<file path="src/rtl/ring_buffer_uart_tx_if.sv">
// Read-side handshake between the ring buffer and its serial transmitter.
// The transmitter is the master: it issues the request and consumes ack/data.
interface ring_buffer_uart_tx_if #(
    parameter int WordSize = 8
);
    logic                dataReadEnable;
    logic                dataReadAck;
    logic [WordSize-1:0] dataRead;

    modport master (
        output dataReadEnable,
        input  dataReadAck,
        input  dataRead
    );

    modport slave (
        input  dataReadEnable,
        output dataReadAck,
        output dataRead
    );
endinterface

</file>
<file path="src/rtl/ring_buffer_uart_tx.sv">
// Drains the ring buffer one word at a time and shifts each word out as an
// asynchronous serial frame (start, WordSize data bits LSB first, stop bits).
module ring_buffer_uart_tx #(
    parameter int WordSize     = 8,
    parameter int ClocksPerBit = 16,
    parameter int StopBits     = 1,
    parameter int RetryDelay   = 4
) (
    input  logic                        clk,
    input  logic                        reset,
    input  logic                        enable,
    ring_buffer_uart_tx_if.master       rd,
    output logic                        txOut,
    output logic                        busy,
    output logic [15:0]                 wordCount
);
    localparam int BAUD_W  = (ClocksPerBit > 1) ? $clog2(ClocksPerBit) : 1;
    localparam int BIT_W   = $clog2(WordSize + 1);
    localparam int RETRY_W = (RetryDelay > 1) ? $clog2(RetryDelay) : 1;

    typedef enum logic [2:0] {
        IDLE,
        REQ,
        WAIT_ACK,
        RETRY,
        START,
        DATA,
        STOP
    } state_t;

    state_t               state;
    state_t               state_next;
    logic [BAUD_W-1:0]    baud_cnt;
    logic [BIT_W-1:0]     bit_cnt;
    logic [RETRY_W-1:0]   retry_cnt;
    logic [WordSize-1:0]  shift;
    logic                 baud_done;
    logic                 frame_done;

    always_ff @(posedge clk or negedge reset) begin
        if (!reset) begin
            state <= IDLE;
        end else begin
            state <= state_next;
        end
    end

    always_comb begin
        state_next = state;
        baud_done  = (baud_cnt == BAUD_W'(ClocksPerBit - 1));
        frame_done = 1'b0;
        case (state)
            IDLE:     if (enable) state_next = REQ;
            REQ:      state_next = WAIT_ACK;
            WAIT_ACK: state_next = rd.dataReadAck ? START : RETRY;
            RETRY: begin
                if (retry_cnt == RETRY_W'(RetryDelay - 1)) begin
                    state_next = enable ? REQ : IDLE;
                end
            end
            START:    if (baud_done) state_next = DATA;
            DATA: begin
                if (baud_done && (bit_cnt == BIT_W'(WordSize - 1))) begin
                    state_next = STOP;
                end
            end
            STOP: begin
                if (baud_done && (bit_cnt == BIT_W'(StopBits - 1))) begin
                    frame_done = 1'b1;
                    state_next = enable ? REQ : IDLE;
                end
            end
            default:  state_next = IDLE;
        endcase
    end

    // Every counter restarts from zero on any state change, so each state
    // only has to know how long it lasts, never where it was entered from.
    always_ff @(posedge clk or negedge reset) begin
        if (!reset) begin
            baud_cnt  <= '0;
            bit_cnt   <= '0;
            retry_cnt <= '0;
            shift     <= '0;
            wordCount <= '0;
        end else begin
            if (state_next != state) begin
                baud_cnt  <= '0;
                bit_cnt   <= '0;
                retry_cnt <= '0;
            end else begin
                if (state == RETRY) begin
                    retry_cnt <= retry_cnt + 1'b1;
                end
                if ((state == START) || (state == DATA) || (state == STOP)) begin
                    baud_cnt <= baud_done ? '0 : baud_cnt + 1'b1;
                    if (baud_done && (state != START)) begin
                        bit_cnt <= bit_cnt + 1'b1;
                    end
                end
            end
            if ((state == WAIT_ACK) && rd.dataReadAck) begin
                shift <= rd.dataRead;
            end else if ((state == DATA) && baud_done) begin
                shift <= shift >> 1;
            end
            if (frame_done) begin
                wordCount <= wordCount + 16'd1;
            end
        end
    end

    assign rd.dataReadEnable = (state == REQ);
    assign busy              = (state == START) || (state == DATA) || (state == STOP);
    assign txOut             = (state == START) ? 1'b0 :
                               (state == DATA)  ? shift[0] : 1'b1;
endmodule

</file>
<file path="src/flat_wrapper.sv">
// flat-port wrapper written by rule: the top's interface ports become plain ports
module ring_buffer_uart_tx_flat 
#(
    parameter int WordSize     = 8,
    parameter int ClocksPerBit = 16,
    parameter int StopBits     = 1,
    parameter int RetryDelay   = 4
)
  (clk, reset, enable, txOut, busy, wordCount, rd_dataReadEnable, rd_dataReadAck, rd_dataRead);
  ring_buffer_uart_tx_if #(.WordSize(WordSize)) rd_i ();
  input  logic clk;
  input  logic reset;
  input  logic enable;
  output logic txOut;
  output logic busy;
  output logic [15:0] wordCount;
  output wire logic [$bits(rd_i.dataReadEnable)-1:0] rd_dataReadEnable;
  input wire logic [$bits(rd_i.dataReadAck)-1:0] rd_dataReadAck;
  input wire logic [$bits(rd_i.dataRead)-1:0] rd_dataRead;
  assign rd_dataReadEnable = rd_i.dataReadEnable;
  assign rd_i.dataReadAck = rd_dataReadAck;
  assign rd_i.dataRead = rd_dataRead;
  ring_buffer_uart_tx #(.WordSize(WordSize), .ClocksPerBit(ClocksPerBit), .StopBits(StopBits), .RetryDelay(RetryDelay)) u_core (.clk(clk), .reset(reset), .enable(enable), .rd(rd_i), .txOut(txOut), .busy(busy), .wordCount(wordCount));
endmodule
</file>
<file path="config.mk">
export PLATFORM = sky130hd
export DESIGN_NAME = ring_buffer_uart_tx_flat
export DESIGN_NICKNAME = d
export VERILOG_FILES = /design/src/rtl/ring_buffer_uart_tx_if.sv /design/src/rtl/ring_buffer_uart_tx.sv /design/src/flat_wrapper.sv
export SDC_FILE = /design/constraint.sdc
export NUM_CORES = 1
export LEC_CHECK = 0
export ABC_AREA = 1
export CAP_MARGIN = 20
export CELL_PAD_IN_SITES_DETAIL_PLACEMENT = 1
export CELL_PAD_IN_SITES_GLOBAL_PLACEMENT = 1
export CORE_MARGIN = 2
export CORE_UTILIZATION = 42
export CTS_CLUSTER_SIZE = 25
export DETAILED_ROUTE_END_ITERATION = 10
export DONT_BUFFER_PORTS = 1
export HOLD_SLACK_MARGIN = 0.05
export PLACE_DENSITY = 0.71
export REMOVE_ABC_BUFFERS = 1
export SYNTH_ARGS = -nofsm -noshare
export SYNTH_HDL_FRONTEND = slang
export SYNTH_SLANG_ARGS = --single-unit
export TNS_END_PERCENT = 50
</file>
<file path="constraint.sdc">
create_clock -name clk -period 1.77 [get_ports clk]
set_clock_uncertainty 0.2 [all_clocks]
set_input_delay 0.354 -clock clk [delete_from_list [all_inputs] [get_ports clk]]
set_output_delay 0.354 -clock clk [all_outputs]
set_load 0.02 [all_outputs]
</file>
# After elaboration in Yosys (flattened, before gate mapping)
# Cells that the tools add are included.
# totals
output_inout_bits	19
ff_bits	37
elab_cells	57
inputBits	12
# classes
n_eq_ne	11
muxes	22
add_sub_neg	4
n_reduce_logical	14
# op_table
cell	n
two-way mux 4 bit	6
one-hot mux 3 bit (7 select lines)	1
two-way mux 3 bit	6
adder 16 x 1 -> 16 bit, second input constant	1
two-way mux 8 bit	2
== test 3 bit, second input constant	3
adder 4 x 1 -> 4 bit, second input constant	2
nonzero test 2 bit	4
== test 3 x 2 -> 1 bit, second input constant	2
logical AND 1 bit	5
two-way mux 1 bit	5
== test 4 x 3 -> 1 bit, second input constant	1
== test 4 bit, second input constant	1
logical NOT 4 bit	1
two-way mux 2 bit	2
== test 3 x 1 -> 1 bit, second input constant	1
logical NOT 3 bit	1
!= test 3 bit	1
!= test 3 bit, second input constant	1
adder 2 x 1 -> 2 bit, second input constant	1
== test 2 bit, second input constant	1
logical OR 1 bit	2
AND reduction 2 bit	1

# Longest topological paths before layout
# depth
ltp_word	7
mapped_depth	11

# Worst setup path before layout
# OpenSTA, ideal clock, no wires.
# synth_path
path_type	register -> register
from	register u_core.baud_cnt[0]
to	register u_core.wordCount[13]
path_buffers	1
slack_ps	44
arrival_time_ps	1402
stages_incl_launch_ff	9
setup_time_ps	124
cell_sequence	dfrtp_1 > ha_1 > nand3_4 > nor2_1 > nand2_2 > buf_6 > nor2_4 > nand4_1 > xor2_1
# synth_between
elab_chain_len	4
# synth_rtl
item	line_no	rtl
start, declared	ring_buffer_uart_tx.sv:33	logic [BAUD_W-1:0] baud_cnt;
start signal, assigned	ring_buffer_uart_tx.sv:96	baud_cnt <= baud_done ? '0 : baud_cnt + 1'b1;
== test 4 bit	ring_buffer_uart_tx.sv:50	baud_done = (baud_cnt == BAUD_W'(ClocksPerBit - 1));
logical AND 1 bit	ring_buffer_uart_tx.sv:68	if (baud_done && (bit_cnt == BIT_W'(StopBits - 1))) begin
two-way mux 1 bit	ring_buffer_uart_tx.sv:68	
two-way mux 1 bit	ring_buffer_uart_tx.sv:52	case (state)
end signal, assigned	ring_buffer_uart_tx.sv:108	wordCount <= wordCount + 16'd1;
end, declared	ring_buffer_uart_tx.sv:15	output logic [15:0] wordCount
# Every way passes these cells.
# A chain may end at the register's enable or synchronous reset.

# Worst setup path in the final report
# layout_path
from	register u_core.baud_cnt[0]
to	register u_core.shift[0]
# layout_between
elab_chain_len	3
# layout_rtl
item	line_no	rtl
== test 4 bit	ring_buffer_uart_tx.sv:50	
logical AND 1 bit	ring_buffer_uart_tx.sv:104	end else if ((state == DATA) && baud_done) begin
nonzero test 2 bit (no source line)	--	
end signal, assigned	ring_buffer_uart_tx.sv:103	shift <= rd.dataRead;
end signal, assigned	ring_buffer_uart_tx.sv:105	shift <= shift >> 1;
end, declared	ring_buffer_uart_tx.sv:36	logic [WordSize-1:0] shift;
# Every way passes these cells.

==> reports/results.txt <==
Max Fclk: 531.2 MHz
Syn avg cell area: 8.742 um^2
Initial DRC Count: 47
Crit path capture: u_core.shift[0]
CTS Buf Count: 5
Area leader, netlist: dfrtp_1
WL/cell: 17.01 um
Total Routed Length: 5.817 mm
Final count of hold timing violations: 0
Status: complete, but fails checks
Final GP Congestion: 0.7447
Top cells by count, synth: 45 x nand2_1, 37 x dfrtp_1, 37 x inv_1
Final WS setup: -112.6 ps
Area of the multi-input gates: 1139 um^2
IO Port Bufs: 0
CTS tree: yes
CTS clk-pin slew, worst paths: 80 ps
H-tree levels: 2
Overflow after GRT: 0
Startpoint Class: register
Area delta synth->final: 42.38%
Clk sinks: 37
Synth cell types: 26
Leakage: 0.001420 uW
# rows: 25
Fraction of registers with async set/reset: 1.000
# setup viols final: 29
FF-to-FF path depth: 8
Top_reg_cell synth: dfrtp_1
Die Width: 73.49 um
Cell count after synthesis: 232
Initial core utilization: 0.4323
Filler cells: 527
Power Dens Cells: 1214 nW/um^2
Root Buffer: clkbuf_8
Crit Reg-Reg Endpoint: u_core.shift[0]
Via count: 1737
Post-synth EDFFs: 0
Most frequent cell after synthesis: nand2_1
Die area: 5401 um^2
Max IR drop VDD: 0.0007219 V
Largest net degree at the start of global routing: 38
First-pass DRT Iterations: 4
Crit path from: u_core.baud_cnt[0]
Latest clock arrival within the worst-skew pair: 290 ps
Nets: 304
CTS max path bufs: 2
Slew margin rel.: 0.8260
Worst slack, placed: -69.24 ps
R2R Path Start: u_core.baud_cnt[0]
Sequential area share after synthesis: 0.4565
WP data required: 1780 ps
Synth Register Bits: 37
Critical path peak fanout: 15
Failing checks: negative setup slack
FF+latch area: 929.6 um^2
Flop-to-flop setup slack: -110 ps
# DRC: 0
Die Y-Extent: 73.49 um
Initial antenna violation count: 0
Sum Neg Setup Slack: -1538 ps
Synth Cell Area: 2028 um^2
Vias in the first global route: 1876
DP Wirelength: 3.392 mm
I/O pin total: 31
Worst Tran Pin Value: 260.1 ps
Tot GR Track Use: 0.2146
HP Class: in2reg
Period utilization: 1.064
Synth top area share: 0.4565
RSZ-0062 raised after global routing: yes
Fin crit period: 1883 ps
CP endpoint kind: register
Share of cells above drive strength 1: 0.4063
First-pass GRT wire length: 8.687 mm
Final ANT Viol Nets: 0
WS Path Type: reg2reg
Most area-consuming cells after synthesis: dfrtp_1 46%, nand2_1 8.3%, xor2_1 6.9%
Arr. time, crit path: 1890 ps
Synth warn: 0
Max-Cap Viols: 0
Core ar.: 4692 um^2
Vias per cell: 5.079
Antenna cells: 0
Max Slew Vio Count: 0
[state kept, by name, indices dropped and copies added (netlist names)]
name	flops
u_core.wordCount	16
u_core.shift	8
u_core.bit_cnt	4
u_core.retry_cnt	2
u_core.state	3
u_core.baud_cnt	4
[metrics by stage]
step / hold slack (ps) / utilization / total power [uW] / cell area, um^2 / instances
global route: 68.65 / 0.6155 / 3697 / 2888 / 342
floorplan: -141.6 / - / 1754 / 2001 / 229
CTS: 52.25 / 0.5768 / 3222 / 2706 / 339
global placement: -140.6 / 0.5016 / 2087 / 2354 / 316
finish: 45.78 / 0.6155 / 3506 / 2888 / 342
detailed placement: -140.7 / 0.5016 / 2129 / 2354 / 316
[area by class of cell]
class / instances / area share
Inverter: 39 / 0.05416
Sequential cell: 37 / 0.3219
Clock inverter: 2 / 0.01300
Tap cell: 54 / 0.02340
Multi-Input combinational cell: 154 / 0.3943
Timing Repair Buffer: 50 / 0.1646
Clock buffer: 6 / 0.02860
[repair_timing]
action,4_1_cts,5_1_grt
gates cloned,1,0
pin swaps,5,17
setup buffers,5,3
hold endpoints to repair,43,0
endpoints found under the setup margin,23,36
hold buffers,9,0
gates resized for setup,26,41
[placed cells by master (no fill, tap or decap), types with 2 or more instances in the layout]
cell           synthesis  routed
a21oi_1                4       3
buf_12                 0       5
buf_4                  0      33
buf_6                  2       4
clkbuf_8               0       6
dfrtp_1               37      34
dfrtp_2                0       3
dlygate4sd3_1          0       7
ha_1                   5       4
inv_1                 37      30
inv_2                  2       5
inv_4                  0       4
nand2_1               45      36
nand2_2                5      10
nand2_4                0       4
nand3_1               14       9
nand3_2                1       4
nand3_4                2       5
nand4_1                3       3
nor2_1                16       5
nor2_2                 5      12
nor2_4                 4       8
nor3_1                 6       4
nor3_2                 1       2
nor3_4                 2       3
o211ai_1               7       7
o21ai_0                8       7
o21ai_1                3       2
o21ai_4                0       2
xnor2_1                4       4
xor2_1                16      15
[cells by family after synthesis]
group	Yosys count	synth area share
and+or+nand+nor	104	0.2677
buffers and inverters	42	0.08575
DFF	37	0.4565
AOI/OAI and AO/OA	23	0.06724
xor gates and xnor gates	20	0.08636
adders and majority gates	5	0.03085
muxes	1	0.005552
[routing by layer]
layer  track usage  part of all wire  routed length [um]  up-vias
met3       0.03841             0.032                 186       18
met4       0.09495             0.033                 190        0
met5             0                 0                   0        -
met1        0.2537              0.41                2390      841
met2        0.3770              0.52                3050       36
li1              -                 -                   -      842
[worst max-delay path, stage by stage (launching register included)]
cell and delay [ps]:
dfrtp_1 400, ha_4 170, nand3_4 170, buf_4 190, buf_4 130, o21ai_4 160, buf_12 150, o211ai_1 90
o21ai_1 130
[worst min-delay path by stage]
stage | slack, ps | end | startpoint | cells after the start
2_1_floorplan | -140 | u_core.baud_cnt[0] | reset | 0
3_3_place_gp | -140 | u_core.shift[7] | reset | 0
3_5_place_dp | -140 | u_core.shift[7] | reset | 0
4_1_cts | 50 | u_core.shift[0] | rd_dataRead[0] | 2
5_1_grt | 70 | u_core.shift[3] | rd_dataRead[3] | 2
6_report | 50 | u_core.shift[1] | rd_dataRead[1] | 2
[power breakdown]
group | internal [uW] | total [uW] | switching, uW
clock | 458 | 775 | 317
sequential | 994 | 1110 | 118
combinational | 659 | 1620 | 961
No activity file was read; power rests on OpenSTA's default activity.
